**src/rtl/ex_pkg.sv**
```systemverilog
// rtl/ex_pkg.sv - opcode/result-class encodings and divider FSM states for the EX stage
package ex_pkg;

   localparam logic [2:0] SEL_NOP   = 3'b000;
   localparam logic [2:0] SEL_LOGIC = 3'b001;
   localparam logic [2:0] SEL_SHIFT = 3'b010;
   localparam logic [2:0] SEL_ARITH = 3'b011;
   localparam logic [2:0] SEL_MOVE  = 3'b100;
   localparam logic [2:0] SEL_DIV   = 3'b101;

   localparam logic [7:0] OP_OR   = 8'h25;
   localparam logic [7:0] OP_AND  = 8'h24;
   localparam logic [7:0] OP_XOR  = 8'h26;
   localparam logic [7:0] OP_NOR  = 8'h27;
   localparam logic [7:0] OP_SLL  = 8'h7C;
   localparam logic [7:0] OP_SRL  = 8'h02;
   localparam logic [7:0] OP_SRA  = 8'h03;
   localparam logic [7:0] OP_ADDU = 8'h21;
   localparam logic [7:0] OP_SUBU = 8'h23;
   localparam logic [7:0] OP_SLT  = 8'h2A;
   localparam logic [7:0] OP_SLTU = 8'h2B;
   localparam logic [7:0] OP_MFHI = 8'h10;
   localparam logic [7:0] OP_MTHI = 8'h11;
   localparam logic [7:0] OP_MFLO = 8'h12;
   localparam logic [7:0] OP_MTLO = 8'h13;
   localparam logic [7:0] OP_DIVU = 8'h1B;

   typedef enum logic [1:0] {
      ST_IDLE = 2'd0,
      ST_DIV  = 2'd1,
      ST_DONE = 2'd2
   } ex_state_e;

endpackage

```
**src/rtl/stage_ex_mc_if.sv**
```systemverilog
// rtl/stage_ex_mc_if.sv - ID/EX input slot and EX/MEM result bundle of the execute stage
interface stage_ex_mc_if #(
   parameter int XLEN    = 32,
   parameter int RADDR_W = 5
);
   logic               in_valid;
   logic [7:0]         aluop;
   logic [2:0]         alusel;
   logic [XLEN-1:0]    opv1;
   logic [XLEN-1:0]    opv2;
   logic               we;
   logic [RADDR_W-1:0] waddr;
   logic               stall_o;
   logic               out_valid;
   logic               we_o;
   logic [RADDR_W-1:0] waddr_o;
   logic [XLEN-1:0]    wdata;
   logic [XLEN-1:0]    hi_o;
   logic [XLEN-1:0]    lo_o;

   modport master (
      output in_valid, aluop, alusel, opv1, opv2, we, waddr,
      input  stall_o, out_valid, we_o, waddr_o, wdata, hi_o, lo_o
   );

   modport slave (
      input  in_valid, aluop, alusel, opv1, opv2, we, waddr,
      output stall_o, out_valid, we_o, waddr_o, wdata, hi_o, lo_o
   );
endinterface

```
**src/rtl/ex_divu_iter.sv**
```systemverilog
// rtl/ex_divu_iter.sv - iterative restoring unsigned divider, one quotient bit per cycle
module ex_divu_iter #(
   parameter int XLEN = 32
) (
   input  logic            clk,
   input  logic            rst,
   input  logic            start,
   input  logic [XLEN-1:0] dividend,
   input  logic [XLEN-1:0] divisor,
   output logic            busy,
   output logic            done,
   output logic [XLEN-1:0] quot,
   output logic [XLEN-1:0] rem
);
   localparam int CW = $clog2(XLEN) + 1;

   logic [XLEN-1:0] quot_q, rem_q, div_q;
   logic [CW-1:0]   cnt_q;
   logic            busy_q;
   logic [XLEN:0]   shifted, trial;
   logic            fits;

   // quot_q doubles as the dividend shift register; its MSB feeds the partial remainder
   assign shifted = {rem_q, quot_q[XLEN-1]};
   assign trial   = shifted - {1'b0, div_q};
   assign fits    = shifted >= {1'b0, div_q};

   always_ff @(posedge clk) begin
      if (rst) begin
         quot_q <= '0;
         rem_q  <= '0;
         div_q  <= '0;
         cnt_q  <= '0;
         busy_q <= 1'b0;
      end else if (start) begin
         quot_q <= dividend;
         rem_q  <= '0;
         div_q  <= divisor;
         cnt_q  <= CW'(XLEN);
         busy_q <= 1'b1;
      end else if (busy_q) begin
         rem_q  <= fits ? trial[XLEN-1:0] : shifted[XLEN-1:0];
         quot_q <= {quot_q[XLEN-2:0], fits};
         cnt_q  <= cnt_q - 1'b1;
         if (cnt_q == CW'(1)) busy_q <= 1'b0;
      end
   end

   assign busy = busy_q;
   assign done = busy_q && (cnt_q == CW'(1));
   assign quot = quot_q;
   assign rem  = rem_q;
endmodule

```
**src/rtl/stage_ex_mc.sv**
```systemverilog
// rtl/stage_ex_mc.sv - execute stage with HI/LO registers; STAGE_EX_DIV_EN adds the stalling DIVU unit
module stage_ex_mc
   import ex_pkg::*;
#(
   parameter int XLEN    = 32,
   parameter int RADDR_W = 5
) (
   input  logic         clk,
   input  logic         rst,
   stage_ex_mc_if.slave bus
);
   localparam int SHW = $clog2(XLEN);

   logic               out_valid_q, out_valid_d;
   logic               we_q, we_d;
   logic [RADDR_W-1:0] waddr_q, waddr_d;
   logic [XLEN-1:0]    wdata_q, wdata_d;
   logic [XLEN-1:0]    hi_q, hi_d;
   logic [XLEN-1:0]    lo_q, lo_d;
   logic [XLEN-1:0]    result;
   logic [SHW-1:0]     shamt;
   logic               is_mthi, is_mtlo, accept;

   assign shamt   = bus.opv1[SHW-1:0];
   assign is_mthi = (bus.alusel == SEL_MOVE) && (bus.aluop == OP_MTHI);
   assign is_mtlo = (bus.alusel == SEL_MOVE) && (bus.aluop == OP_MTLO);

   always_comb begin
      result = '0;
      case (bus.alusel)
         SEL_LOGIC: begin
            case (bus.aluop)
               OP_OR:   result = bus.opv1 | bus.opv2;
               OP_AND:  result = bus.opv1 & bus.opv2;
               OP_XOR:  result = bus.opv1 ^ bus.opv2;
               OP_NOR:  result = ~(bus.opv1 | bus.opv2);
               default: result = '0;
            endcase
         end
         SEL_SHIFT: begin
            case (bus.aluop)
               OP_SLL:  result = bus.opv2 << shamt;
               OP_SRL:  result = bus.opv2 >> shamt;
               OP_SRA:  result = $signed(bus.opv2) >>> shamt;
               default: result = '0;
            endcase
         end
         SEL_ARITH: begin
            case (bus.aluop)
               OP_ADDU: result = bus.opv1 + bus.opv2;
               OP_SUBU: result = bus.opv1 - bus.opv2;
               OP_SLT:  result = XLEN'($signed(bus.opv1) < $signed(bus.opv2));
               OP_SLTU: result = XLEN'(bus.opv1 < bus.opv2);
               default: result = '0;
            endcase
         end
         SEL_MOVE: begin
            case (bus.aluop)
               OP_MFHI: result = hi_q;
               OP_MFLO: result = lo_q;
               default: result = '0;
            endcase
         end
         default: result = '0;
      endcase
   end

`ifdef STAGE_EX_DIV_EN
   ex_state_e       state_q, state_d;
   logic            stall, div_start, div_busy, div_done, is_divu;
   logic [XLEN-1:0] div_quot, div_rem;

   assign is_divu = (bus.alusel == SEL_DIV) && (bus.aluop == OP_DIVU);

   ex_divu_iter #(.XLEN(XLEN)) u_divu (
      .clk      (clk),
      .rst      (rst),
      .start    (div_start),
      .dividend (bus.opv1),
      .divisor  (bus.opv2),
      .busy     (div_busy),
      .done     (div_done),
      .quot     (div_quot),
      .rem      (div_rem)
   );

   always_ff @(posedge clk) begin
      if (rst) state_q <= ST_IDLE;
      else     state_q <= state_d;
   end
`endif

   always_comb begin
      out_valid_d = 1'b0;
      we_d        = 1'b0;
      waddr_d     = waddr_q;
      wdata_d     = wdata_q;
      hi_d        = hi_q;
      lo_d        = lo_q;
      accept      = bus.in_valid;
`ifdef STAGE_EX_DIV_EN
      state_d   = state_q;
      stall     = 1'b0;
      div_start = 1'b0;
      // DIVU stays on the inputs through DONE, where it retires instead of being re-issued
      case (state_q)
         ST_IDLE: begin
            if (bus.in_valid && is_divu) begin
               accept    = 1'b0;
               stall     = 1'b1;
               div_start = 1'b1;
               state_d   = ST_DIV;
            end
         end
         ST_DIV: begin
            accept = 1'b0;
            stall  = 1'b1;
            if (div_done || !div_busy) state_d = ST_DONE;
         end
         ST_DONE: begin
            accept      = 1'b0;
            out_valid_d = 1'b1;
            hi_d        = div_rem;
            lo_d        = div_quot;
            state_d     = ST_IDLE;
         end
         default: begin
            accept  = 1'b0;
            state_d = ST_IDLE;
         end
      endcase
`endif
      if (accept) begin
         out_valid_d = 1'b1;
         we_d        = bus.we && !(is_mthi || is_mtlo);
         waddr_d     = bus.waddr;
         wdata_d     = result;
         if (is_mthi) hi_d = bus.opv1;
         if (is_mtlo) lo_d = bus.opv1;
      end
   end

   always_ff @(posedge clk) begin
      if (rst) begin
         out_valid_q <= 1'b0;
         we_q        <= 1'b0;
         waddr_q     <= '0;
         wdata_q     <= '0;
         hi_q        <= '0;
         lo_q        <= '0;
      end else begin
         out_valid_q <= out_valid_d;
         we_q        <= we_d;
         waddr_q     <= waddr_d;
         wdata_q     <= wdata_d;
         hi_q        <= hi_d;
         lo_q        <= lo_d;
      end
   end

`ifdef STAGE_EX_DIV_EN
   assign bus.stall_o = stall;
`else
   assign bus.stall_o = 1'b0;
`endif
   assign bus.out_valid = out_valid_q;
   assign bus.we_o      = we_q;
   assign bus.waddr_o   = waddr_q;
   assign bus.wdata     = wdata_q;
   assign bus.hi_o      = hi_q;
   assign bus.lo_o      = lo_q;
endmodule

```
**src/flat_wrapper.sv**
```systemverilog
// flat-port wrapper written by rule: the top's interface ports become plain ports
module stage_ex_mc_flat import ex_pkg::*;
#(
   parameter int XLEN    = 32,
   parameter int RADDR_W = 5
)
  (clk, rst, bus_in_valid, bus_aluop, bus_alusel, bus_opv1, bus_opv2, bus_we, bus_waddr, bus_stall_o, bus_out_valid, bus_we_o, bus_waddr_o, bus_wdata, bus_hi_o, bus_lo_o);
  stage_ex_mc_if #(.XLEN(XLEN), .RADDR_W(RADDR_W)) bus_i ();
  input  logic clk;
  input  logic rst;
  input wire logic [$bits(bus_i.in_valid)-1:0] bus_in_valid;
  input wire logic [$bits(bus_i.aluop)-1:0] bus_aluop;
  input wire logic [$bits(bus_i.alusel)-1:0] bus_alusel;
  input wire logic [$bits(bus_i.opv1)-1:0] bus_opv1;
  input wire logic [$bits(bus_i.opv2)-1:0] bus_opv2;
  input wire logic [$bits(bus_i.we)-1:0] bus_we;
  input wire logic [$bits(bus_i.waddr)-1:0] bus_waddr;
  output wire logic [$bits(bus_i.stall_o)-1:0] bus_stall_o;
  output wire logic [$bits(bus_i.out_valid)-1:0] bus_out_valid;
  output wire logic [$bits(bus_i.we_o)-1:0] bus_we_o;
  output wire logic [$bits(bus_i.waddr_o)-1:0] bus_waddr_o;
  output wire logic [$bits(bus_i.wdata)-1:0] bus_wdata;
  output wire logic [$bits(bus_i.hi_o)-1:0] bus_hi_o;
  output wire logic [$bits(bus_i.lo_o)-1:0] bus_lo_o;
  assign bus_i.in_valid = bus_in_valid;
  assign bus_i.aluop = bus_aluop;
  assign bus_i.alusel = bus_alusel;
  assign bus_i.opv1 = bus_opv1;
  assign bus_i.opv2 = bus_opv2;
  assign bus_i.we = bus_we;
  assign bus_i.waddr = bus_waddr;
  assign bus_stall_o = bus_i.stall_o;
  assign bus_out_valid = bus_i.out_valid;
  assign bus_we_o = bus_i.we_o;
  assign bus_waddr_o = bus_i.waddr_o;
  assign bus_wdata = bus_i.wdata;
  assign bus_hi_o = bus_i.hi_o;
  assign bus_lo_o = bus_i.lo_o;
  stage_ex_mc #(.XLEN(XLEN), .RADDR_W(RADDR_W)) u_core (.clk(clk), .rst(rst), .bus(bus_i));
endmodule
```
**config.mk**
```make
export PLATFORM = sky130hd
export DESIGN_NAME = stage_ex_mc_flat
export DESIGN_NICKNAME = d
export VERILOG_FILES = /design/src/rtl/ex_pkg.sv /design/src/rtl/stage_ex_mc_if.sv /design/src/rtl/ex_divu_iter.sv /design/src/rtl/stage_ex_mc.sv /design/src/flat_wrapper.sv
export SDC_FILE = /design/constraint.sdc
export NUM_CORES = 1
export LEC_CHECK = 0
export CORE_MARGIN = 2
export CORE_UTILIZATION = 55
export DETAILED_ROUTE_END_ITERATION = 7
export DONT_BUFFER_PORTS = 1
export GPL_ROUTABILITY_DRIVEN = 0
export PLACE_DENSITY = 0.72
export SLEW_MARGIN = 25
export SYNTH_ARGS = -nofsm -noshare
export SYNTH_HDL_FRONTEND = slang
export SYNTH_SLANG_ARGS = --single-unit
```
**constraint.sdc**
```tcl
create_clock -name clk -period 4.9 [get_ports clk]
set_input_delay 0.49 -clock clk [delete_from_list [all_inputs] [get_ports clk]]
set_output_delay 0.49 -clock clk [all_outputs]
set_load 0.1 [all_outputs]
```
-- After elaboration in Yosys (flattened, before gate mapping)
Cells that the tools add are included.
- add/sub/neg operators: 2
- order comparisons: 2
- eq/ne operators: 19
- shifts and indexed selects: 3
- muxes and demuxes: 6
- bitwise gates (word level): 5
- reductions and logical operators: 8
- operators with widths (cell ; number):
    32-bit one-hot mux with 4 select lines ; 3
    32-bit one-hot mux with 3 select lines ; 1
    8-bit by 6-bit == test with 1-bit output, second input constant ; 8
    32-bit < comparator ; 2
    32-bit one-hot mux with 2 select lines ; 1
    32-bit adder ; 1
    32-bit bitwise AND ; 1
    8-bit by 5-bit == test with 1-bit output, second input constant ; 4
    32-bit inverter ; 1
    32-bit OR ; 1
    32-bit by 5-bit left shift with 32-bit output ; 1
    32-bit by 5-bit right shift with 32-bit output ; 1
    32-bit by 5-bit >>> shifter with 32-bit output ; 1
    32-bit subtractor ; 1
    32-bit XOR ; 1
    8-bit by 2-bit == test with 1-bit output, second input constant ; 2
    8-bit by 7-bit == test with 1-bit output, second input constant ; 1
    3-bit by 2-bit == test with 1-bit output, second input constant ; 2
    2-bit AND reduction ; 2
    3-bit by 1-bit == test with 1-bit output, second input constant ; 1
    3-bit == test, second input constant ; 1
    1-bit logical AND ; 3
    2-bit OR reduction ; 1
    1-bit logical NOT ; 1
    other kinds (3) ; 3
- register bits after elaboration: 103
- word-level logic and storage cells: 51

-- Logic depth before layout (Yosys ltp)
- word-level depth: 5
- gate-level depth with buffers: 16

-- Worst setup path before layout
OpenSTA, ideal clock, no wires.
- path kind: input to register
- start: input bus_opv1[2]
- end: register u_core.wdata_q[26] (netlist: u_core.bus.wdata[26])
- setup time: 0.086 ns
- arrival: 3.610 ns
- data required time: 4.814 ns
- slack: 1.204 ns
- stages on the path: 16
- buffers on the path: 5
- cell sequence: buf_2 -> inv_1 -> buf_2 -> buf_2 -> buf_2 -> ha_1 -> buf_2 -> nor2b_1 -> o31a_1 -> and3_1 -> o21ai_1 -> o21ai_1 -> and2_1 -> or3_1 -> a31o_1 -> a221oi_2
- word-level cells in the longest chain between the ends: 3
- elaborated cells on any way between the ends: 8
- those cells by class: add/sub: 2; shift: 3; mux: 3
- ends and longest elaborated chain (what ; RTL line ; RTL):
    from (decl) ; flat_wrapper.sv:14 ; input wire logic [$bits(bus_i.opv1)-1:0] bus_opv1;
    32-bit subtractor (tied with other cells) ; stage_ex_mc.sv:51 ; OP_SUBU: result = bus.opv1 - bus.opv2;
    32-bit one-hot mux with 4 select lines or 32-bit one-hot mux with 3 select lines (tied branches) ; stage_ex_mc.sv:49, stage_ex_mc.sv:41 ;
    32-bit one-hot mux with 4 select lines * ; stage_ex_mc.sv:30 ; case (bus.alusel)
    to (signal assigned) ; stage_ex_mc.sv:155 ; wdata_q <= wdata_d;
    to (decl) ; stage_ex_mc.sv:17 ; logic [XLEN-1:0] wdata_q, wdata_d;
Mark *: on every way between the ends. The rest lies on a longest branch, timed or not.
A chain may end at the register's enable or synchronous reset.

-- Worst setup path after layout
- start: input bus_opv1[0]
- end: register u_core.wdata_q[24] (netlist: u_core.bus.wdata[24])
Same word-level chain as after synthesis.

==> qor.tcl <==
set qor(worst_skew_pair.late_latency_ns) 0.37
set qor(timing.critical_path.fanout_max) 67
set qor(row_count) 57
set qor(worst_path_dominant_cell_family) {compound AO/OA/AOI/OAI gates}
set qor(hold_path.class) {in -> reg}
set qor(n_fill_cell) 2327
set qor(finalHoldViolCount) 0
set qor(slew_hr_pct) 15.0
set qor(min_period_over_period_pct) 66.9
set qor(final_core_utilization_pct) 57.0
set qor(postSynthNetCount) 2041
set qor(syn_to_final_growth_pct) 1.85
set qor(synth-compound-area-share_pct) 28.5
set qor(mappedNetlistArea_um2) 13600
set qor(crit_path_top_cell_by_count) {inv_1}
set qor(cp-start-kind) {primary input}
set qor(cts_hold_buf) 0
set qor(buffer_ports.inserted) 0
set qor(hold-worst-slack_ns) 0.182
set qor(gr-total-overflow) 0
set qor(crit_path_end_kind) {register}
set qor(critPathSlowestCell) {o311ai_1}
set qor(grt_antenna_before_repair) 0
set qor(grt_setup_unrepaired) {no}
set qor(max-clock-path-buffers) 2
set qor(syn_area_per_cell_um2) 7.34
set qor(timing.max_cap.violations) 0
set qor(min-delay-start) {rst}
set qor(synth-seq-cells) 103
set qor(crit-reg2reg-launch) {u_core.bus.lo_o[26]}
set qor(fin_skew_ns) 0.0134
set qor(finalMaxSlewViolations) 0
set qor(cts_htree_levels) 3
set qor(failed_checks) {DRC}
set qor(vias) 14700
set qor(worst_ir_drop_vdd_mv) 0.216
set qor(synth-seq-area-share_pct) 15.2
set qor(hpwl_after_detailed_placement_mm) 38.7
set qor(io_pins) 188
set qor(drtPass1Iterations) 8
set qor(floorplan.die_area_um2) 26000
set qor(fin_ws_ns) 1.62
set qor(critical_path_arrival_ns) 3.56
set qor(drive_above_1_share_pct) 7.56
set qor(worst-slew-pin-transition_ns) 1.27
set qor(die_height_um) 161
set qor(synthFlopType) {dfxtp_1}
set qor(number_of_cts_inserted_buffers) 9
set qor(critPathMaxStageDelay_ns) 0.55
set qor(worst-endpoint-required_ns) 5.19
set qor(synth_top_family_by_area) {compound AO/OA/AOI/OAI gates}
set qor(power_density_nw_per_um2) 194
set qor(synthXorXnorAreaFrac_pct) 3.41
set qor(post_drt_via_cell_ratio) 7.11
set qor(period_needed_ns) 3.28
set qor(synth_enable_flop_cells) 0
set qor(synthSimpleGateAreaFrac_pct) 18.6
set qor(status) {finished with violations}
set qor(netlist_instances) 1854
set qor(timing.critical_path.buf_inv) 2
set qor(clock.fmax_mhz) 305
set qor(postRouteAntennaNets) 0
set qor(grt_pass1_wl_mm) 80.7
set qor(drt_iter0_markers) 2024
set qor(clkSlewWorstSetupHoldPaths_ns) 0.09
set qor(synthMuxAreaShare_pct) 16.9
set qor(postCtsSetupBuffers) 0
set qor(yosysWarnings) 0
set qor(postSynth.asyncResetShare_pct) 0
set qor(cts.sink_count) 103
set qor(core_area_um2) 24300
set qor(wire_per_inst_um) 25.8
set qor(grt_max_degree) 130
set qor(first_global_vias) 13500
set qor(finalSetupViolCount) 0
set qor(post_synth_fa_ha_maj_area_fraction_pct) 9.58
set qor(post_cts.resized_instances) 0
set qor(route.final.wire_length_mm) 53.4
set qor(track_usage_pct) 39.9
set qor(total_power_w) 0.00269
set qor(cts_root_buffer) {clkbuf_16}
set qor(die-width_um) 161
set qor(criticalPathCategory) {in -> reg}
set qor(placement.setup.worst_slack_ns) 1.45
set qor(nNetsFinal) 1929
set qor(fin_setup_tns_ns) 0
set qor(antennaDiodeCount) 0
set qor(synth_cell_types) 89
set qor(worstSetupStartpoint) {bus_opv1[0]}
set qor(static-leakage-power_nw) 5.35
set qor(drc) 2
set qor(crit_chain) {inv_1 -> ha_1 -> inv_1 -> fa_1 -> nor2b_1 -> o311ai_1 -> a211oi_2 -> o21ai_1 -> a21oi_1 -> a31oi_1 -> a221o_1 -> o31ai_1 -> a221oi_1}
set qor(start_util_pct) 55.9
set qor(tritoncts_clock_tree) {yes}
per-stage QoR:
step                      instance area, um2  cells
after floorplan                        13600   1854
after global placement                 13500   2055
after detailed placement               13500   2055
after CTS                              13900   2071
after global routing                   13900   2071
final                                  13900   2071
cell families after synthesis:
group / Yosys count
xor+xnor: 53
buf+inv: 247
fa+ha+maj: 103
simple gates: 584
mux: 175
flops: 103
compound gates: 588
other cells: 1
cells in the final DEF, fill, tap and decap left out, types with 6 or more instances in the layout:
cell and instances:
ha_1 101, nand2_1 282, o21bai_1 10, a221oi_1 21, o221ai_1 13, a31oi_1 15, o21ai_0 90, dfxtp_1 103
o22ai_1 13, a21o_1 23, xor2_1 8, nand2b_1 11, mux4_2 38, buf_4 21, mux2_2 29, and2_1 12
and3_1 11, o31ai_1 17, o211ai_1 30, nor4_1 6, a221o_1 6, nor2b_1 12, inv_1 99, a211oi_1 38
a21oi_1 198, nand4_1 7, a22oi_1 21, nor3_1 42, clkbuf_16 9, o21ai_1 8, mux2i_1 105, xnor2_1 45
a211o_1 8, nor2_1 150, o21a_1 8, nand3_1 22
cells in the mapped netlist, types with 38 or more instances:
master | count | area, um2
inv_1 | 100 | 375
nand2_1 | 282 | 1060
a21oi_1 | 198 | 991
nor2_1 | 152 | 571
mux4_2 | 38 | 856
clkbuf_1 | 80 | 300
xnor2_1 | 45 | 394
dfxtp_1 | 103 | 2060
a211oi_1 | 38 | 285
ha_1 | 101 | 1260
nor3_1 | 42 | 210
mux2i_1 | 105 | 1050
o21ai_0 | 90 | 450
final timing paths:
kind                          endpoint  slack [ns]  depth (start not counted)
setup / recovery  u_core.bus.wdata[24]        1.62                         13
hold / removal     u_core.bus.lo_o[12]        0.18                          1
setup reg to reg  u_core.bus.wdata[26]        2.49                          6
hold reg to reg    u_core.bus.wdata[7]        0.91                          2
flip-flops by register name, summed over array words and instances (netlist names):
register	flops
u_core.bus.wdata	32
u_core.bus.out_valid	1
u_core.bus.waddr_o	5
u_core.bus.we_o	1
u_core.bus.hi_o	32
u_core.bus.lo_o	32
cell type report:
type	instances	area (um2)	share of cell area, %
clock buffers	9	225	1.63
inverters	103	387	2.79
flip-flops and latches	103	2060	14.9
multi-input cells	1504	10500	75.7
well taps	324	405	2.93
repair buffers	21	158	1.14
clock inverters	7	129	0.930
per-layer routing:
| metal | up-vias | wire [um] | track usage (%) |
|---|---|---|---|
| met5 | - | 0 | 0 |
| met2 | 1120 | 23200 | 61.8 |
| li1 | 6525 | - | - |
| met4 | 0 | 3770 | 23.7 |
| met1 | 6809 | 19100 | 48.7 |
| met3 | 265 | 7340 | 12.6 |
where the power goes:
group | switching (W) | internal (W)
Combinational | 0.000542 | 0.000376
Clock | 0.000417 | 0.000467
Sequential | 0.0000428 | 0.000841
(Power assumes the default switching activity.)
